==> config.mk <==
export PLATFORM = sky130hd
export DESIGN_NAME = operand_fetch
export DESIGN_NICKNAME = d
export VERILOG_FILES = /design/src/rtl/riscv_pkg.sv /design/src/rtl/opfetch_scoreboard.sv /design/src/rtl/operand_fetch.sv
export SDC_FILE = /design/constraint.sdc
export NUM_CORES = 1
export LEC_CHECK = 0
export CAP_MARGIN = 25
export CORE_AREA = 5 5 165 167
export DETAILED_ROUTE_END_ITERATION = 10
export DIE_AREA = 0 0 170 172
export DONT_BUFFER_PORTS = 1
export GPL_ROUTABILITY_DRIVEN = 1
export REMOVE_ABC_BUFFERS = 1
export SLEW_MARGIN = 20
export SYNTH_ARGS = -nofsm -noshare
export SYNTH_HDL_FRONTEND = slang
export SYNTH_SLANG_ARGS = --single-unit
==> constraint.sdc <==
create_clock -name clk -period 3 [get_ports clk]
set_clock_uncertainty 0.2 [all_clocks]
set_input_delay 0.45 -clock clk [delete_from_list [all_inputs] [get_ports clk]]
set_output_delay 0.45 -clock clk [all_outputs]
set_load 0.03 [all_outputs]
==> src/rtl/riscv_pkg.sv <==
// Shared RISC-V core definitions: architectural widths, the operand-fetch
// slot layout and the operand-resolution helper.
package riscv_pkg;

  localparam int XLEN         = 32;
  localparam int NB_REGS      = 5;
  localparam int NB_ARCH_REGS = 32;
  localparam int UOP_W        = 64;

  typedef struct packed {
    logic               rd_v;
    logic [NB_REGS-1:0] rd_adr;
    logic [XLEN-1:0]    pc;
    logic [UOP_W-1:0]   uop;
    logic [XLEN-1:0]    rs1_data;
    logic [XLEN-1:0]    rs2_data;
  } opfetch_slot_t;

  // x0 reads as zero, then the same-cycle writeback wins over the register file.
  function automatic logic [XLEN-1:0] resolve_operand(
    input logic               used,
    input logic [NB_REGS-1:0] adr,
    input logic               wb_valid,
    input logic [NB_REGS-1:0] wb_adr,
    input logic [XLEN-1:0]    wb_data,
    input logic [XLEN-1:0]    rf_data
  );
    if (!used || adr == '0)               return '0;
    else if (wb_valid && wb_adr == adr)   return wb_data;
    else                                  return rf_data;
  endfunction

endpackage

==> src/rtl/opfetch_scoreboard.sv <==
// Pending-destination scoreboard for long-latency results; flags RAW/WAW
// hazards for the instruction currently in decode.
module opfetch_scoreboard
  import riscv_pkg::*;
(
  input  logic               clk,
  input  logic               reset_n,
  input  logic               rs1_v,
  input  logic [NB_REGS-1:0] rs1_adr,
  input  logic               rs2_v,
  input  logic [NB_REGS-1:0] rs2_adr,
  input  logic               rd_v,
  input  logic [NB_REGS-1:0] rd_adr,
  input  logic               set_en,
  input  logic [NB_REGS-1:0] set_adr,
  input  logic               wb_valid,
  input  logic               wb_long,
  input  logic [NB_REGS-1:0] wb_adr,
  output logic               hazard_rs1,
  output logic               hazard_rs2,
  output logic               hazard_rd
);

  logic [NB_ARCH_REGS-1:1] pending;
  logic [NB_ARCH_REGS-1:0] clr_vec;
  logic [NB_ARCH_REGS-1:0] set_vec;
  logic [NB_ARCH_REGS-1:0] busy;

  // NOTE: every signal written here gets a default first so no latch is inferred.
  always_comb begin
    clr_vec = '0;
    set_vec = '0;
    if (wb_valid && wb_long) clr_vec[wb_adr] = 1'b1;
    if (set_en)              set_vec[set_adr] = 1'b1;
    // A register being retired this cycle is served by the bypass, not stalled on.
    busy = {pending, 1'b0} & ~clr_vec;
  end

  assign hazard_rs1 = rs1_v & busy[rs1_adr];
  assign hazard_rs2 = rs2_v & busy[rs2_adr];
  assign hazard_rd  = rd_v  & busy[rd_adr];

  // NOTE: sequential state uses non-blocking assignments only.
  // Set is applied after clear so a same-cycle set/clear on one register leaves it pending.
  always_ff @(posedge clk or negedge reset_n) begin
    if (!reset_n) pending <= '0;
    else          pending <= (pending & ~clr_vec[NB_ARCH_REGS-1:1]) | set_vec[NB_ARCH_REGS-1:1];
  end

endmodule

==> src/rtl/operand_fetch.sv <==
// Issue/operand-fetch stage: reads the register file, bypasses writeback,
// stalls on scoreboard hazards and hands a registered slot to execute.
module operand_fetch
  import riscv_pkg::*;
#(
  parameter int CNT_W = 32
) (
  input  logic               clk,
  input  logic               reset_n,
  input  logic               flush_i,
  input  logic               dec_valid_i,
  output logic               dec_ready_o,
  input  logic               dec_rs1_v_i,
  input  logic               dec_rs2_v_i,
  input  logic [NB_REGS-1:0] dec_rs1_adr_i,
  input  logic [NB_REGS-1:0] dec_rs2_adr_i,
  input  logic               dec_rd_v_i,
  input  logic [NB_REGS-1:0] dec_rd_adr_i,
  input  logic               dec_rd_long_i,
  input  logic [XLEN-1:0]    dec_pc_i,
  input  logic [UOP_W-1:0]   dec_uop_i,
  output logic               rf_rs1_v_o,
  output logic               rf_rs2_v_o,
  output logic [NB_REGS-1:0] rf_rs1_adr_o,
  output logic [NB_REGS-1:0] rf_rs2_adr_o,
  input  logic [XLEN-1:0]    rf_rs1_data_i,
  input  logic [XLEN-1:0]    rf_rs2_data_i,
  input  logic               wb_valid_i,
  input  logic [NB_REGS-1:0] wb_adr_i,
  input  logic [XLEN-1:0]    wb_data_i,
  input  logic               wb_long_i,
  output logic               exe_valid_o,
  input  logic               exe_ready_i,
  output logic [XLEN-1:0]    exe_rs1_data_o,
  output logic [XLEN-1:0]    exe_rs2_data_o,
  output logic               exe_rd_v_o,
  output logic [NB_REGS-1:0] exe_rd_adr_o,
  output logic [XLEN-1:0]    exe_pc_o,
  output logic [UOP_W-1:0]   exe_uop_o,
  output logic [CNT_W-1:0]   stall_cnt_o
);

  logic          hazard_rs1, hazard_rs2, hazard_rd, hazard;
  logic          slot_free, transfer, set_en;
  logic          exe_valid_q;
  opfetch_slot_t slot_q, slot_d;
  logic [CNT_W-1:0] stall_cnt_q;

  assign rf_rs1_v_o   = dec_rs1_v_i & dec_valid_i;
  assign rf_rs2_v_o   = dec_rs2_v_i & dec_valid_i;
  assign rf_rs1_adr_o = dec_rs1_adr_i;
  assign rf_rs2_adr_o = dec_rs2_adr_i;

  assign set_en = transfer & dec_rd_v_i & dec_rd_long_i & (dec_rd_adr_i != '0);

  opfetch_scoreboard u_scoreboard (
    .clk        (clk),
    .reset_n    (reset_n),
    .rs1_v      (dec_rs1_v_i),
    .rs1_adr    (dec_rs1_adr_i),
    .rs2_v      (dec_rs2_v_i),
    .rs2_adr    (dec_rs2_adr_i),
    .rd_v       (dec_rd_v_i),
    .rd_adr     (dec_rd_adr_i),
    .set_en     (set_en),
    .set_adr    (dec_rd_adr_i),
    .wb_valid   (wb_valid_i),
    .wb_long    (wb_long_i),
    .wb_adr     (wb_adr_i),
    .hazard_rs1 (hazard_rs1),
    .hazard_rs2 (hazard_rs2),
    .hazard_rd  (hazard_rd)
  );

  assign hazard      = hazard_rs1 | hazard_rs2 | hazard_rd;
  assign slot_free   = ~exe_valid_q | exe_ready_i;
  assign dec_ready_o = ~hazard & slot_free & ~flush_i;
  assign transfer    = dec_valid_i & dec_ready_o;

  always_comb begin
    slot_d.rd_v     = dec_rd_v_i;
    slot_d.rd_adr   = dec_rd_v_i ? dec_rd_adr_i : '0;
    slot_d.pc       = dec_pc_i;
    slot_d.uop      = dec_uop_i;
    slot_d.rs1_data = resolve_operand(dec_rs1_v_i, dec_rs1_adr_i, wb_valid_i,
                                      wb_adr_i, wb_data_i, rf_rs1_data_i);
    slot_d.rs2_data = resolve_operand(dec_rs2_v_i, dec_rs2_adr_i, wb_valid_i,
                                      wb_adr_i, wb_data_i, rf_rs2_data_i);
  end

  // Flush blocks transfer through dec_ready_o, so it only needs to drop the valid.
  always_ff @(posedge clk or negedge reset_n) begin
    if (!reset_n) begin
      exe_valid_q <= 1'b0;
      slot_q      <= '0;
    end else if (flush_i) begin
      exe_valid_q <= 1'b0;
    end else if (transfer) begin
      exe_valid_q <= 1'b1;
      slot_q      <= slot_d;
    end else if (exe_ready_i) begin
      exe_valid_q <= 1'b0;
    end
  end

  // Only hazard stalls are counted; pure backpressure is not.
  always_ff @(posedge clk or negedge reset_n) begin
    if (!reset_n)
      stall_cnt_q <= '0;
    else if (dec_valid_i && hazard && !flush_i && stall_cnt_q != '1)
      stall_cnt_q <= stall_cnt_q + 1'b1;
  end

  assign exe_valid_o    = exe_valid_q;
  assign exe_rs1_data_o = slot_q.rs1_data;
  assign exe_rs2_data_o = slot_q.rs2_data;
  assign exe_rd_v_o     = slot_q.rd_v;
  assign exe_rd_adr_o   = slot_q.rd_adr;
  assign exe_pc_o       = slot_q.pc;
  assign exe_uop_o      = slot_q.uop;
  assign stall_cnt_o    = stall_cnt_q;

endmodule

### Word level (Yosys, flattened, before mapping)

Cells that the tools add are included.

| operators by class | value |
|---|---|
| $add $sub $neg | 1 |
| $lt $le $gt $ge | 6 |
| equality and inequality tests | 3 |
| muxes and demuxes | 20 |
| bitwise logic cells | 22 |
| reductions and logical operators | 18 |

Operator list:

| kind | number |
|---|---|
| two-way mux 32 bit | 6 |
| adder 32 x 1 -> 32 bit (second input constant) | 1 |
| AND 32 bit | 1 |
| != test 32 bit (second input constant) | 1 |
| NOT 32 bit | 1 |
| AND 31 bit | 1 |
| NOT 31 bit | 1 |
| bitwise OR 31 bit | 1 |
| less-than comparator 5 x 6 -> 1 bit (second input constant) | 4 |
| binary-select mux 1 bit (select 5 bit) | 3 |
| AND 1 bit | 11 |
| demux 1 bit (select 5 bit) | 2 |
| equality test 5 bit | 2 |
| greater-or-equal comparator 5 x 1 -> 1 bit (second input constant) | 2 |
| zero test 5 bit | 2 |
| logical AND 1 bit | 8 |
| two-way mux 1 bit | 8 |
| two-way mux 5 bit | 1 |
| nonzero test 5 bit | 1 |
| zero test 1 bit | 3 |
| NOT 1 bit | 3 |
| bitwise OR 1 bit | 3 |
| nonzero test 3 bit | 1 |
| logical OR 1 bit | 2 |
| AND reduction 2 bit | 1 |

| storage, ports and cells | value |
|---|---|
| bits in registers | 230 |
| output and inout port bits | 212 |
| word-level logic and storage cells | 79 |

### Depth between registers and ports, before layout

| logic depth | value |
|---|---|
| depth after elaboration | 21 |
| gate-level depth with buffers | 14 |
| mapped depth without buffers | 9 |

### Hierarchy

Synthesis repeated with hierarchy kept, for this count alone.

| unflattened totals | value |
|---|---|
| cells, all modules | 1,152 |
| area total of the unflattened synthesis | 10,898.0 um^2 |

Modules (own cells, without submodules):

| module | times used | cells each | area each (um^2) |
|---|---|---|---|
| operand_fetch | 1 | 912 | 8,655.8 |
| opfetch_scoreboard | 1 | 240 | 2,242.2 |

### Least setup slack after synthesis

No wires, ideal clock.

| timing path | value |
|---|---|
| kind | input -> output |
| start point | in wb_adr_i[2] |
| end point | out dec_ready_o |
| data arrival time | 2,970 ps |
| data required time | 2,350 ps |
| path slack | -620 ps |
| stages | 13 |
| path buffers | 4 |
| path through | buf_2 -> or3b_4 -> o21ai_0 -> mux4_2 -> mux2i_1 -> and4b_1 -> a31oi_1 -> and4_1 -> buf_6 -> buf_6 -> buf_6 -> nand2_1 -> nor2_1 |

| on the way | value |
|---|---|
| longest elaborated chain between the ends | 15 |

RTL lines:

| element | RTL line | text |
|---|---|---|
| start: declaration | operand_fetch.sv:29 | `input logic [NB_REGS-1:0] wb_adr_i,` |
| less-than comparator 5 x 6 -> 1 bit (implied by the code) / greater-or-equal comparator 5 x 1 -> 1 bit (equally long branches) | opfetch_scoreboard.sv:33 | `if (wb_valid && wb_long) clr_vec[wb_adr] = 1'b1;` |
| logical AND 1 bit (implied by the code) | opfetch_scoreboard.sv:33 |  |
| two-way mux 1 bit (implied by the code) | opfetch_scoreboard.sv:33 |  |
| demux 1 bit (select 5 bit) * | - |  |
| two-way mux 32 bit * | opfetch_scoreboard.sv:33 |  |
| NOT 32 bit * | opfetch_scoreboard.sv:36 | `busy = {pending, 1'b0} & ~clr_vec;` |
| AND 32 bit * | opfetch_scoreboard.sv:36 |  |
| binary-select mux 1 bit (select 5 bit), on equally long branches | opfetch_scoreboard.sv:39, opfetch_scoreboard.sv:40 |  |
| two-way mux 1 bit, on equally long branches | opfetch_scoreboard.sv:39, opfetch_scoreboard.sv:40 |  |
| AND 1 bit, on equally long branches | opfetch_scoreboard.sv:39, opfetch_scoreboard.sv:40 |  |
| bitwise OR 1 bit | operand_fetch.sv:75 | `assign hazard = hazard_rs1 \| hazard_rs2 \| hazard_rd;` |
| bitwise OR 1 bit * | operand_fetch.sv:75 |  |
| NOT 1 bit * | operand_fetch.sv:77 | `assign dec_ready_o = ~hazard & slot_free & ~flush_i;` |
| AND 1 bit * (2 in series) | operand_fetch.sv:77 |  |
| end: declaration | operand_fetch.sv:12 | `output logic dec_ready_o,` |

Every way passes the cells marked *; elsewhere a longest branch is shown, timed or not. The select of a mux whose other input is x is not followed.

### Worst setup path in the final report

| timing path | value |
|---|---|
| start point | reg u_scoreboard.pending[19] (netlist name) |
| end point | out dec_ready_o |

| on the way | value |
|---|---|
| longest elaborated chain between the ends | 9 |

RTL lines:

| element | RTL line | text |
|---|---|---|
| start: declaration | opfetch_scoreboard.sv:24 | `logic [NB_ARCH_REGS-1:1] pending;` |
| start signal: assignment | opfetch_scoreboard.sv:47 | `else pending <= (pending & ~clr_vec[NB_ARCH_REGS-1:1]) \| set_vec[NB_ARCH_REGS-1:1];` |
| AND 32 bit * | opfetch_scoreboard.sv:36 |  |
| binary-select mux 1 bit (select 5 bit), on equally long branches | opfetch_scoreboard.sv:39, opfetch_scoreboard.sv:40 |  |
| two-way mux 1 bit, on equally long branches | opfetch_scoreboard.sv:39, opfetch_scoreboard.sv:40 |  |
| AND 1 bit, on equally long branches | opfetch_scoreboard.sv:39, opfetch_scoreboard.sv:40 |  |
| bitwise OR 1 bit | operand_fetch.sv:75 |  |
| bitwise OR 1 bit * | operand_fetch.sv:75 |  |
| NOT 1 bit * | operand_fetch.sv:77 |  |
| AND 1 bit * (2 in series) | operand_fetch.sv:77 |  |

Marked as above.

==> metrics.md <==
| Metric | Value |
|---|---|
| Status | `finished with violations` |
| Failing checks | `hold timing, setup timing` |
| Post-synth ARST share | `100%` |
| Tightest hold margin | `-0.581 ns` |
| Clk sink count | `230` |
| Max-Cap Viols | `0` |
| Register area | `5760 um2` |
| YS warnings | `0` |
| CP Class | `flop to output pin` |
| Critical path data required time | `2.35 ns` |
| Vias | `9298` |
| Nets | `1417` |
| Final setup viols | `181` |
| Cell area after synthesis | `11500 um2` |
| Starting DRT DRC Count | `864` |
| Root Buffer | `clkbuf_16` |
| Clk pin slew, worst setup/hold paths | `0.06 ns` |
| CP peak stage delay | `0.36 ns` |
| Prevailing post-synth register cell | `dfrtp_1` |
| Syn Area/Cell | `12.0 um2` |
| GRT overflow | `0` |
| Initial Util | `44.8%` |
| HPWL Detailed | `26600 um` |
| Total power | `10.9 mW` |
| Rows | `59` |
| Pleak | `7.60 nW` |
| FMAX | `313 MHz` |
| Synth Instances | `960` |
| CP Cell Sequence | `o21ai_2 > buf_4 > a221oi_1 > a21oi_1 > a221oi_1 > nand4_1 > and4_4 > buf_6 > nand2_4 > nor2_4 > buf_6` |
| Post-route ant nets | `0` |
| Core Box Area | `25600 um2` |
| CP max FO | `3` |
| Post-synthesis sequential area ratio | `50.2%` |
| Via density | `6.00` |
| Netlist cell types | `65` |
| Post-layout util | `64.5%` |
| Yosys top cell by area | `dfrtp_1` |
| Clock Latency Late Sink | `0.52 ns` |
| Avg WL per Cell | `27.8 um` |
| Final hold violation count | `230` |
| Layout area overhead | `44.0%` |
| Share of cells above drive strength 1 | `35.9%` |
| Total iterations of the first detailed-routing run | `5` |
| Cts hold-fix bufs | `136` |
| Register bit total from synthesis | `230` |
| Multi-input gate area in the final layout | `6310 um2` |
| Startpoint Class | `flop` |
| Share of the synthesized area in the top cell type | `50.2%` |
| Synth top area cells | `dfrtp_1, mux2_1, mux2_2` |
| Post-synth EDFFs | `0` |
| Die width | `170 um` |
| Antenna violations before repair | `3` |
| Slowest CP cell | `dfrtp_1` |
| I/O pin cnt | `435` |
| # DRC | `0` |
| All-Layer GR Usage | `24.5%` |
| HP Class | `primary input to async pin` |
| Fin. max-slew vios | `0` |
| CP endpoint kind | `output pin` |
| CTS buffer count | `26` |
| Largest net degree at the start of global routing | `231` |
| WP buf/inv | `3` |
| Worst path arrival time | `2.55 ns` |
| Fillers | `1856` |
| Level count of the clock H-tree | `1` |
| CTS tree | `built` |
| Pwr Density | `661 nW/um2` |
| Area of the die | `29200 um2` |
| First-pass GRT wire length | `55900 um` |
| Final wirelength | `43100 um` |
| I/O Buffers | `0` |
| Die span in y | `172 um` |
| Clk buf depth | `3` |
| Vias in the first global route | `9249` |
| Slew margin rel. | `57.7%` |
| Final setup margin | `-0.198 ns` |
| Worst Tran Pin Value | `0.633 ns` |
| RSZ-0062 raised after global routing | `yes` |
| Crit path max-delay family | `compound AO/OA/AOI/OAI gates` |
| Final worst-path cycle share | `107%` |
| Final GP Congestion | `0.921` |
| Peak VDD IR | `0.000671 V` |
| Minimum clock period after layout | `3.20 ns` |
## per-stage QoR
step           TNS [ns]  area [um2]  setup slack (ns)  cells
2_1_floorplan   -503.68       11000             -2.54    887
3_3_place_gp     -99.08       12400            -0.523   1319
3_5_place_dp     -93.73       12400            -0.516   1319
4_1_cts          -0.237       14700            -0.237   1508
5_1_grt          -29.31       16500            -0.287   1549
6_report         -14.26       16500            -0.198   1549
## per-layer routing
layer	GRT usage, %	share of wire [%]	up-vias
li1	-	-	3970
met1	30.8	38	4716
met2	40.7	49	500
met3	8.12	9.1	112
met4	7.47	3.9	0
met5	0	0	-
## cell type report
cell class	count	share of cell area (%)
repair buffers	278	18.8
clock buffers	32	4.44
diodes	3	0.0454
well taps	335	2.54
clock inverters	14	0.833
multi-input cells	644	38.2
flip-flops and latches	230	34.8
inverters	13	0.295
## where the power goes
group	leakage (nW)	internal, mW	total, mW	switching (mW)
Combinational	4.24	1.34	2.10	0.759
Clock	0.436	1.91	3.26	1.34
Sequential	2.92	3.71	5.57	1.86
Total	7.60	6.96	10.9	3.96
## flip-flops by register name, summed over array words and instances, names as in the netlist
signal,cells
exe_rs2_data_o,32
exe_pc_o,32
exe_rd_v_o,1
exe_valid_o,1
exe_rs1_data_o,32
stall_cnt_o,32
exe_rd_adr_o,5
exe_uop_o,64
u_scoreboard.pending,31
## cells by family (layout without fill, tap and decap cells)
logic type	count (synthesis)	count (layout)	share of synthesized area [%]
xor gates and xnor gates	41	41	3.19
muxes	245	245	24.0
and+or+nand+nor	236	236	11.2
adders and majority gates	1	1	0.109
other	0	3	0
buffers and inverters	86	337	4.28
AOI/OAI and AO/OA	121	121	7.09
DFF	230	230	50.2
## path summary, 6_finish.rpt
check | end | cells after the start | slack (ns) | start
setup / recovery | dec_ready_o | 11 | -0.20 | u_scoreboard.pending[19]
hold / removal | u_scoreboard.pending[7] | 0 | -0.58 | reset_n
setup reg to reg | exe_rs1_data_o[31] | 15 | -0.16 | u_scoreboard.pending[19]
hold reg to reg | stall_cnt_o[3] | 1 | 0.34 | stall_cnt_o[3]
max in group asynchronous | exe_rs1_data_o[13] | 0 | 2.67 | reset_n
min in group clk | exe_rs2_data_o[0] | 3 | 0.02 | rf_rs2_data_i[0]
## synth_stat cells (17+ instances only)
| library cell | number |
|---|---|
| nor4_1 | 17 |
| xor2_1 | 36 |
| mux2_2 | 80 |
| nand3_1 | 24 |
| nand2_1 | 32 |
| o31ai_1 | 34 |
| dfrtp_1 | 230 |
| o21ai_0 | 32 |
| mux2_1 | 83 |
| nor2_1 | 78 |
| mux2i_1 | 74 |
| clkbuf_1 | 24 |
## worst register-to-register path, stage by stage (launching register included)
cell and delay [ns]:
dfrtp_1 0.36, o21ai_2 0.09, buf_4 0.16, a221oi_1 0.28, a21oi_1 0.09, a221oi_1 0.31, nand4_1 0.19, and4_4 0.22
buf_4 0.13, buf_6 0.12, nand3_4 0.10, buf_12 0.14, buf_12 0.11, clkbuf_16 0.15, buf_6 0.10, mux2_4 0.29
## placed cells by master (no fill, tap or decap), drive strengths merged, types with 3 or more instances in the layout
cell type / count
dfrtp: 230
mux2: 164
dlygate4sd3: 136
buf: 124
nor2: 78
mux2i: 74
clkbuf: 50
xor2: 36
o21ai: 36
o31ai: 34
nand2: 32
nand3: 25
nor4: 17
nor3: 16
and3: 14
inv: 13
nand4: 12
clkinv: 11
o211ai: 8
mux4: 7
nand3b: 6
o2111ai: 6
a22oi: 6
and2: 6
o22ai: 6
or3: 6
a21oi: 5
a31oi: 5
or3b: 5
xnor2: 5
diode: 3
nand2b: 3
o41ai: 3
o311ai: 3
and4: 3
## timing repair
item                                    CTS  global route
endpoints found under the setup margin  113           181
gates cloned                              0            21
setup buffers                             7            18
resized for setup                        25           274
hold endpoints to repair                366           230
pin swaps                                 5            25
No activity file was read; power rests on OpenSTA's default activity.
